File: src/rtl/mem_rr_access_scheduler_if.sv
// Requester-side and SRAM-side bus of the round-robin memory access scheduler.
// The scheduler attaches through the slave modport; requesters and the SRAM model use master.
interface mem_rr_access_scheduler_if #(
  parameter int ADDR_W = 8,
  parameter int DATA_W = 8
);
  logic [2:0]          req;
  logic [2:0]          req_we;
  logic [3*ADDR_W-1:0] req_addr;
  logic [3*DATA_W-1:0] req_wdata;
  logic [2:0]          ack;
  logic [2:0]          rvalid;
  logic [DATA_W-1:0]   rdata;
  logic [2:0]          grant;
  logic                busy;
  logic                mem_en;
  logic                mem_we;
  logic [ADDR_W-1:0]   mem_addr;
  logic [DATA_W-1:0]   mem_wdata;
  logic [DATA_W-1:0]   mem_rdata;

  modport slave (
    input  req, req_we, req_addr, req_wdata, mem_rdata,
    output ack, rvalid, rdata, grant, busy, mem_en, mem_we, mem_addr, mem_wdata
  );

  modport master (
    output req, req_we, req_addr, req_wdata, mem_rdata,
    input  ack, rvalid, rdata, grant, busy, mem_en, mem_we, mem_addr, mem_wdata
  );
endinterface

File: src/rtl/mem_rr_access_scheduler.sv
// Round-robin scheduler sharing one single-port synchronous SRAM between three requesters.
// One access at a time: IDLE -> ISSUE -> (WAIT x RD_LAT for reads) -> DONE.
module mem_rr_access_scheduler #(
  parameter int ADDR_W = 8,
  parameter int DATA_W = 8,
  parameter int RD_LAT = 2
) (
  input logic                         clk,
  input logic                         reset,
  mem_rr_access_scheduler_if.slave    sched_if
);

  typedef enum logic [1:0] {
    IDLE  = 2'd0,
    ISSUE = 2'd1,
    WAIT  = 2'd2,
    DONE  = 2'd3
  } state_t;

  state_t            state_q, state_d;
  logic [1:0]        owner_q, owner_d;
  logic [1:0]        last_q, last_d;
  logic              we_q, we_d;
  logic [ADDR_W-1:0] addr_q, addr_d;
  logic [DATA_W-1:0] wdata_q, wdata_d;
  logic [DATA_W-1:0] rdata_q, rdata_d;
  logic [2:0]        cnt_q, cnt_d;
  logic [2:0]        owner_oh_s;

  // Priority starts at the requester after the last one served.
  function automatic logic [1:0] rr_pick(input logic [2:0] r, input logic [1:0] last);
    logic [1:0] p0, p1, p2;
    case (last)
      2'd0:    begin p0 = 2'd1; p1 = 2'd2; p2 = 2'd0; end
      2'd1:    begin p0 = 2'd2; p1 = 2'd0; p2 = 2'd1; end
      default: begin p0 = 2'd0; p1 = 2'd1; p2 = 2'd2; end
    endcase
    if (r[p0]) begin
      return p0;
    end else if (r[p1]) begin
      return p1;
    end else begin
      return p2;
    end
  endfunction

  // State and latched-access registers.
  always_ff @(posedge clk or posedge reset) begin
    if (reset) begin
      state_q <= IDLE;
      owner_q <= 2'd0;
      last_q  <= 2'd2;
      we_q    <= 1'b0;
      addr_q  <= '0;
      wdata_q <= '0;
      rdata_q <= '0;
      cnt_q   <= 3'd0;
    end else begin
      state_q <= state_d;
      owner_q <= owner_d;
      last_q  <= last_d;
      we_q    <= we_d;
      addr_q  <= addr_d;
      wdata_q <= wdata_d;
      rdata_q <= rdata_d;
      cnt_q   <= cnt_d;
    end
  end

  // Next-state logic: arbitration only happens in IDLE, the owner is frozen afterwards.
  always_comb begin
    state_d = state_q;
    owner_d = owner_q;
    last_d  = last_q;
    we_d    = we_q;
    addr_d  = addr_q;
    wdata_d = wdata_q;
    rdata_d = rdata_q;
    cnt_d   = cnt_q;
    case (state_q)
      IDLE: begin
        if (|sched_if.req) begin
          owner_d = rr_pick(sched_if.req, last_q);
          we_d    = sched_if.req_we[owner_d];
          addr_d  = sched_if.req_addr[32'(owner_d) * ADDR_W +: ADDR_W];
          wdata_d = sched_if.req_wdata[32'(owner_d) * DATA_W +: DATA_W];
          state_d = ISSUE;
        end else begin
          state_d = IDLE;
        end
      end
      ISSUE: begin
        if (we_q) begin
          state_d = DONE;
        end else begin
          cnt_d   = 3'(RD_LAT);
          state_d = WAIT;
        end
      end
      WAIT: begin
        // Last wait cycle is exactly RD_LAT cycles after the strobe: data is valid now.
        if (cnt_q == 3'd1) begin
          rdata_d = sched_if.mem_rdata;
          state_d = DONE;
        end else begin
          cnt_d   = cnt_q - 3'd1;
          state_d = WAIT;
        end
      end
      DONE: begin
        last_d  = owner_q;
        state_d = IDLE;
      end
      default: begin
        state_d = IDLE;
      end
    endcase
  end

  // Outputs decoded purely from registered state.
  always_comb begin
    owner_oh_s         = 3'b001 << owner_q;
    sched_if.grant     = 3'b000;
    sched_if.ack       = 3'b000;
    sched_if.rvalid    = 3'b000;
    sched_if.mem_en    = 1'b0;
    sched_if.mem_we    = 1'b0;
    sched_if.busy      = (state_q != IDLE);
    sched_if.mem_addr  = addr_q;
    sched_if.mem_wdata = wdata_q;
    sched_if.rdata     = rdata_q;
    case (state_q)
      ISSUE: begin
        sched_if.grant  = owner_oh_s;
        sched_if.mem_en = 1'b1;
        sched_if.mem_we = we_q;
      end
      WAIT: begin
        sched_if.grant = owner_oh_s;
      end
      DONE: begin
        sched_if.grant  = owner_oh_s;
        sched_if.ack    = owner_oh_s;
        sched_if.rvalid = we_q ? 3'b000 : owner_oh_s;
      end
      default: begin
        sched_if.grant = 3'b000;
      end
    endcase
  end

endmodule

File: src/flat_wrapper.sv
// flat-port wrapper written by rule: the top's interface ports become plain ports
module mem_rr_access_scheduler_flat 
#(
  parameter int ADDR_W = 8,
  parameter int DATA_W = 8,
  parameter int RD_LAT = 2
)
  (clk, reset, sched_if_req, sched_if_req_we, sched_if_req_addr, sched_if_req_wdata, sched_if_mem_rdata, sched_if_ack, sched_if_rvalid, sched_if_rdata, sched_if_grant, sched_if_busy, sched_if_mem_en, sched_if_mem_we, sched_if_mem_addr, sched_if_mem_wdata);
  mem_rr_access_scheduler_if #(.ADDR_W(ADDR_W), .DATA_W(DATA_W)) sched_if_i ();
  input logic clk;
  input logic reset;
  input wire logic [$bits(sched_if_i.req)-1:0] sched_if_req;
  input wire logic [$bits(sched_if_i.req_we)-1:0] sched_if_req_we;
  input wire logic [$bits(sched_if_i.req_addr)-1:0] sched_if_req_addr;
  input wire logic [$bits(sched_if_i.req_wdata)-1:0] sched_if_req_wdata;
  input wire logic [$bits(sched_if_i.mem_rdata)-1:0] sched_if_mem_rdata;
  output wire logic [$bits(sched_if_i.ack)-1:0] sched_if_ack;
  output wire logic [$bits(sched_if_i.rvalid)-1:0] sched_if_rvalid;
  output wire logic [$bits(sched_if_i.rdata)-1:0] sched_if_rdata;
  output wire logic [$bits(sched_if_i.grant)-1:0] sched_if_grant;
  output wire logic [$bits(sched_if_i.busy)-1:0] sched_if_busy;
  output wire logic [$bits(sched_if_i.mem_en)-1:0] sched_if_mem_en;
  output wire logic [$bits(sched_if_i.mem_we)-1:0] sched_if_mem_we;
  output wire logic [$bits(sched_if_i.mem_addr)-1:0] sched_if_mem_addr;
  output wire logic [$bits(sched_if_i.mem_wdata)-1:0] sched_if_mem_wdata;
  assign sched_if_i.req = sched_if_req;
  assign sched_if_i.req_we = sched_if_req_we;
  assign sched_if_i.req_addr = sched_if_req_addr;
  assign sched_if_i.req_wdata = sched_if_req_wdata;
  assign sched_if_i.mem_rdata = sched_if_mem_rdata;
  assign sched_if_ack = sched_if_i.ack;
  assign sched_if_rvalid = sched_if_i.rvalid;
  assign sched_if_rdata = sched_if_i.rdata;
  assign sched_if_grant = sched_if_i.grant;
  assign sched_if_busy = sched_if_i.busy;
  assign sched_if_mem_en = sched_if_i.mem_en;
  assign sched_if_mem_we = sched_if_i.mem_we;
  assign sched_if_mem_addr = sched_if_i.mem_addr;
  assign sched_if_mem_wdata = sched_if_i.mem_wdata;
  mem_rr_access_scheduler #(.ADDR_W(ADDR_W), .DATA_W(DATA_W), .RD_LAT(RD_LAT)) u_core (.clk(clk), .reset(reset), .sched_if(sched_if_i));
endmodule
File: config.mk
export PLATFORM = sky130hd
export DESIGN_NAME = mem_rr_access_scheduler_flat
export DESIGN_NICKNAME = d
export VERILOG_FILES = /design/src/rtl/mem_rr_access_scheduler_if.sv /design/src/rtl/mem_rr_access_scheduler.sv /design/src/flat_wrapper.sv
export SDC_FILE = /design/constraint.sdc
export NUM_CORES = 1
export LEC_CHECK = 0
export BUFFER_PORTS_ARGS = -buffer_cell sky130_fd_sc_hd__buf_2
export CAP_MARGIN = 20
export CORE_MARGIN = 2
export CORE_UTILIZATION = 40
export CTS_CLUSTER_SIZE = 20
export DETAILED_ROUTE_END_ITERATION = 6
export PLACE_DENSITY = 0.83
export SLEW_MARGIN = 20
export SYNTH_ARGS = -nofsm -noshare
export SYNTH_HDL_FRONTEND = slang
export SYNTH_SLANG_ARGS = --single-unit
export TNS_END_PERCENT = 50
File: constraint.sdc
create_clock -name clk -period 1.5 [get_ports clk]
set_input_delay 0.15 -clock clk [delete_from_list [all_inputs] [get_ports clk]]
set_output_delay 0.15 -clock clk [all_outputs]
set_load 0.05 [all_outputs]
## Word-level counts from Yosys, hierarchy flattened

Index checks and enable logic that the tools add are counted.

- Reduce and logical (&&, ||, !) cells: 9
- Bitwise operators: 0
- Shift operators: 3
- Muxes and demuxes: 30
- $add $sub $neg: 1
- $lt $le $gt $ge: 3
- Multiply operators: 0
- Eq/ne operators: 7
- Divide/modulo/power cells: 0

Operators with widths:

| kind | number |
|---|---|
| $shiftx 24x6->8 | 2 |
| $mux 3 | 6 |
| $mux 2 | 8 |
| $pmux 2 s2 | 3 |
| $lt 2x3->1 const B | 3 |
| $mux 1 | 8 |
| $pmux 2 s4 | 1 |
| $bmux 1 s2 | 3 |
| $pmux 3 s2 | 1 |
| $reduce_or 3->1 | 2 |
| $eq 2x1->1 const B | 2 |
| $eq 2x2->1 const B | 2 |
| $logic_not 2->1 | 2 |
| $ne 2x2->1 const B | 2 |
| $reduce_and 2->1 | 2 |
| $reduce_bool 2->1 | 2 |
| $eq 3x1->1 const B | 1 |
| $reduce_and 3->1 | 1 |
| $shl 1x2->3 const A | 1 |
| $sub 3x1->3 const B | 1 |

- Memory bits (read-only): 0
- Latch bits: 0
- Bits in registers: 34
- Memories kept: 0
- RAM bits: 0
- Bits of input ports: 64

## Depth between registers and ports, before layout

- Word-level depth: 12
- Mapped depth: 7

## Least setup slack after synthesis

OpenSTA, ideal clock, no wires.

- Path type: register to register
- Start point: register u_core.state_q[1]
- End point: register u_core.cnt_q[2]
- Cell stages (with the launch flop): 7
- Arrival time: 2.047 ns
- Path slack: -0.668 ns
- Setup time: 0.122 ns
- Path through: dfrtp_1 inv_1 ha_1 and2_1 a21oi_1 and2_0 a32o_1

- Longest elaborated chain between the ends: 3
- Elaborated cells between the ends (all ways): 7
- Those cells by class: eq/ne: 4; mux: 1; reduce/logical: 2

Ends and longest elaborated chain:

| element | RTL line | source |
|---|---|---|
| start, declared | mem_rr_access_scheduler.sv:20 | `state_t state_q, state_d;` |
| start signal, assigned | mem_rr_access_scheduler.sv:59 | `state_q <= state_d;` |
| $eq 2x2->1 or $eq 2x1->1 (tied branches) | mem_rr_access_scheduler.sv:80 | `case (state_q)` |
| $ne 2x2->1 (no source line) or $reduce_bool 2->1 (tied branches) | - |  |
| $reduce_and 3->1 (no source line) | - |  |
| end signal, assigned | mem_rr_access_scheduler.sv:66 | `cnt_q <= cnt_d;` |
| end, declared | mem_rr_access_scheduler.sv:27 | `logic [2:0] cnt_q, cnt_d;` |

Parallel ways exist; a longest one is shown, timed or not.
A chain may end at the register's enable or synchronous reset.

## Worst setup path in the final report

- Start point: register u_core.last_q[1]
- End point: register u_core.we_q

- Longest elaborated chain between the ends: 12
- Elaborated cells between the ends (all ways): 19
- Those cells by class: eq/ne: 1; mux: 17; reduce/logical: 1

Ends and longest elaborated chain:

| element | RTL line | source |
|---|---|---|
| start, declared | mem_rr_access_scheduler.sv:22 | `logic [1:0] last_q, last_d;` |
| start signal, assigned | mem_rr_access_scheduler.sv:61 | `last_q <= last_d;` |
| $eq 2x1->1 or $logic_not 2->1 (tied branches) | mem_rr_access_scheduler.sv:33 | `case (last)` |
| $pmux 2 s2 | mem_rr_access_scheduler.sv:33 |  |
| $mux 2 | mem_rr_access_scheduler.sv:82 | `if (\|sched_if.req) begin` |
| $mux 2 | mem_rr_access_scheduler.sv:80 |  |
| $bmux 1 s2 | mem_rr_access_scheduler.sv:40 | `end else if (r[p1]) begin` |
| $mux 1 (not written as such) | mem_rr_access_scheduler.sv:40 |  |
| $mux 2 | mem_rr_access_scheduler.sv:40 |  |
| $mux 2 * | mem_rr_access_scheduler.sv:38 | `if (r[p0]) begin` |
| $mux 2 * | mem_rr_access_scheduler.sv:82 |  |
| $mux 2 * | mem_rr_access_scheduler.sv:80 |  |
| $bmux 1 s2 * | mem_rr_access_scheduler.sv:84 | `we_d = sched_if.req_we[owner_d];` |
| $mux 1 (not written as such) * | mem_rr_access_scheduler.sv:84 |  |
| end signal, assigned | mem_rr_access_scheduler.sv:62 | `we_q <= we_d;` |
| end, declared | mem_rr_access_scheduler.sv:23 | `logic we_q, we_d;` |

Mark *: on every way between the ends. The rest lies on a longest branch, timed or not. The select of a mux whose other input is x is not followed.

==> flow_metrics.tcl <==
set metrics [dict create \
    status "complete, but fails checks" \
    failed_checks "negative setup slack" \
    pre_cts_ws_ps -161.7 \
    finalHoldViolations 0 \
    clk_transition_reported_paths_ps 70 \
    drt_pre_antenna_iters 4 \
    drt_iter0_markers 59 \
    core-area_sq_mm 0.004354 \
    multi_input_area_sq_mm 0.001076 \
    ys_seq_elements 34 \
    fin_util 0.6741 \
    grt.total_usage 0.1979 \
    worst_pin_slew_ps 422.2 \
    finalPower_mw 7.291 \
    required_ps 1670 \
    synthCells 166 \
    worstSkewPairLatency_ps 280 \
    area_delta_synth_final_pct 61.57 \
    cts_buffers 5 \
    routed_wirelength_um 4989 \
    syn_nets 237 \
    n_antenna_cell 0 \
    rows 24 \
    routabilityCongestion 0.7461 \
    post-route-period-util 1.093 \
    clockBufferDepth 2 \
    ctsHtreeMaxLevel 2 \
    syn_avg_cell_area_sq_um 10.94 \
    ant_nets 0 \
    antenna_found_initial 0 \
    grt_pass1_vias 1724 \
    final_area_sq_mm 0.002935 \
    dieHeight_um 71.40 \
    pin_count 100 \
    fillers 338 \
    skew_ps 4.749 \
    port_buffers 99 \
    max-vdd-ir-drop_mv 1.432 \
    cp.arrival_ps 1810 \
    grt_start_max_net_pins 35 \
    worstSetupPathType "register to register" \
    cts_tree "done" \
    vias 1721 \
    mappedNetlistArea_sq_mm 0.001817 \
    startpoint_type "register" \
    grt_pass1_wl_um 7824 \
    period_needed_ps 1640 \
    seq_area_sq_um 854.6 \
    dp_hpwl_um 3593 \
    cp_max_fo 13 \
    route.detailed.drc 0 \
    hp-class "primary input to register" \
    place_inst 328 \
    maxSlewViolCount 0 \
    whs_ps 96.56 \
    synth.distinct_cells 28 \
    powerDensity_mw_per_mm2 2484 \
    ys_seq_area_frac 0.4690 \
    place_area_sq_mm 0.002501 \
    cp-end-kind "register" \
    start_util 0.4172 \
    cts_root_buffer "clkbuf_8" \
    die_x_um 71.40 \
    synth.yosys.warnings 0 \
    grt_overflow 0 \
    drv_cap 0 \
    cts.sinks 34 \
    slew-limit-headroom 0.7185 \
    final_cells 342 \
    rsz0062_at_grt "yes" \
    die_area_sq_mm 0.005097 \
    finalSetupTns_ps -2879 \
    wl_per_cell_um 14.59 \
    drive_above_1_share 0.6414 \
    p_leak_nw 1.499 \
    fin_ws_ps -139.9 \
    max_freq_mhz 609.8 \
    nets 360 \
    setup_viol 30 \
    vias_per_cell 5.032 \
]
## report_power, final
| group | switching (mW) | internal (mW) |
|---|---|---|
| logic | 2.99 | 1.83 |
| clock network | 0.323 | 0.464 |
| registers | 0.302 | 1.38 |
## synthesized netlist by cell type, drive strengths merged
library cell | instances | share of area
a31oi | 3 | 0.014
mux2 | 20 | 0.12
clkbuf | 3 | 0.0062
and2 | 2 | 0.0069
buf | 3 | 0.023
nand3 | 1 | 0.0028
o21a | 1 | 0.0041
nor2 | 5 | 0.010
a32o | 1 | 0.0055
o21ai | 21 | 0.058
nand2b | 3 | 0.010
ha | 7 | 0.048
mux2i | 18 | 0.099
inv | 10 | 0.021
a22oi | 6 | 0.025
dfstp | 1 | 0.014
or3b | 1 | 0.0048
and3 | 2 | 0.0069
nand2 | 15 | 0.031
nor2b | 2 | 0.0069
nor3b | 1 | 0.0041
a21oi | 2 | 0.0055
nor3 | 5 | 0.014
dfrtp | 33 | 0.45
## final cells by class
type                            instances  share of cell area
Multi-Input combinational cell        116              0.3666
Inverter                               10             0.01364
Sequential cell                        34              0.2911
Tap cell                               52             0.02217
Clock buffer                            8             0.03751
Timing Repair Buffer                  122              0.2690
## placed cells by master, fill, tap and decap left out, drive strengths merged, types with 5 or more instances in the layout
cell type / synthesis / layout
buf: 3 / 121
dfrtp: 33 / 33
o21ai: 21 / 21
mux2: 20 / 20
mux2i: 18 / 18
nand2: 15 / 15
inv: 10 / 10
clkbuf: 3 / 8
ha: 7 / 7
a22oi: 6 / 6
nor2: 5 / 5
nor3: 5 / 5
## critical path, cell delays in order, from the launching register on
cell	delay, ps
dfstp_2	570
inv_2	60
a31oi_4	150
buf_12	170
mux2_2	340
mux2i_1	150
o21ai_1	80
## routing by layer
layer / track usage / vias up / routed length [um]
li1: - / 829 / -
met3: 0.03516 / 4 / 227
met5: 0 / - / 0
met2: 0.3621 / 56 / 2772
met1: 0.2315 / 832 / 1934
met4: 0.06918 / 0 / 55
## final timing paths
| path | startpoint | endpoint | slack [ps] | cells after the start |
|---|---|---|---|---|
| worst min-delay path | sched_if_req_wdata[21] | u_core.sched_if.mem_wdata[5] | 100 | 3 |
| worst max register to register | u_core.last_q[1] | u_core.we_q | -140 | 6 |
| max in group asynchronous | reset | u_core.last_q[1] | 660 | 4 |
| worst min register to register | u_core.sched_if.mem_addr[5] | u_core.sched_if.mem_addr[5] | 480 | 2 |
| min in group asynchronous | reset | u_core.sched_if.mem_wdata[5] | 500 | 4 |
| worst max-delay path | u_core.last_q[1] | u_core.we_q | -140 | 6 |
## cells by family (layout without fill, tap and decap cells)
family	Yosys count	after routing	synth area share
and+or+nand+nor	37	37	0.09780
AOI/OAI and AO/OA	34	34	0.1116
DFF	34	34	0.4690
buffers and inverters	16	140	0.05028
muxes	38	38	0.2231
adders and majority gates	7	7	0.04821
## registers in the layout (all words and copies together) (netlist names)
signal                     count
u_core.sched_if.mem_wdata      8
u_core.last_q                  2
u_core.we_q                    1
u_core.cnt_q                   3
u_core.sched_if.rdata          8
u_core.owner_q                 2
u_core.sched_if.mem_addr       8
u_core.state_q                 2
## what timing repair did
action	CTS	global route
hold buffers	1	0
setup endpoints to repair	40	43
pin swaps	2	5
buffers inserted	2	3
gates resized for setup	50	27
hold endpoints to repair	33	0
Note: power is estimated with default switching activity, not from simulation.
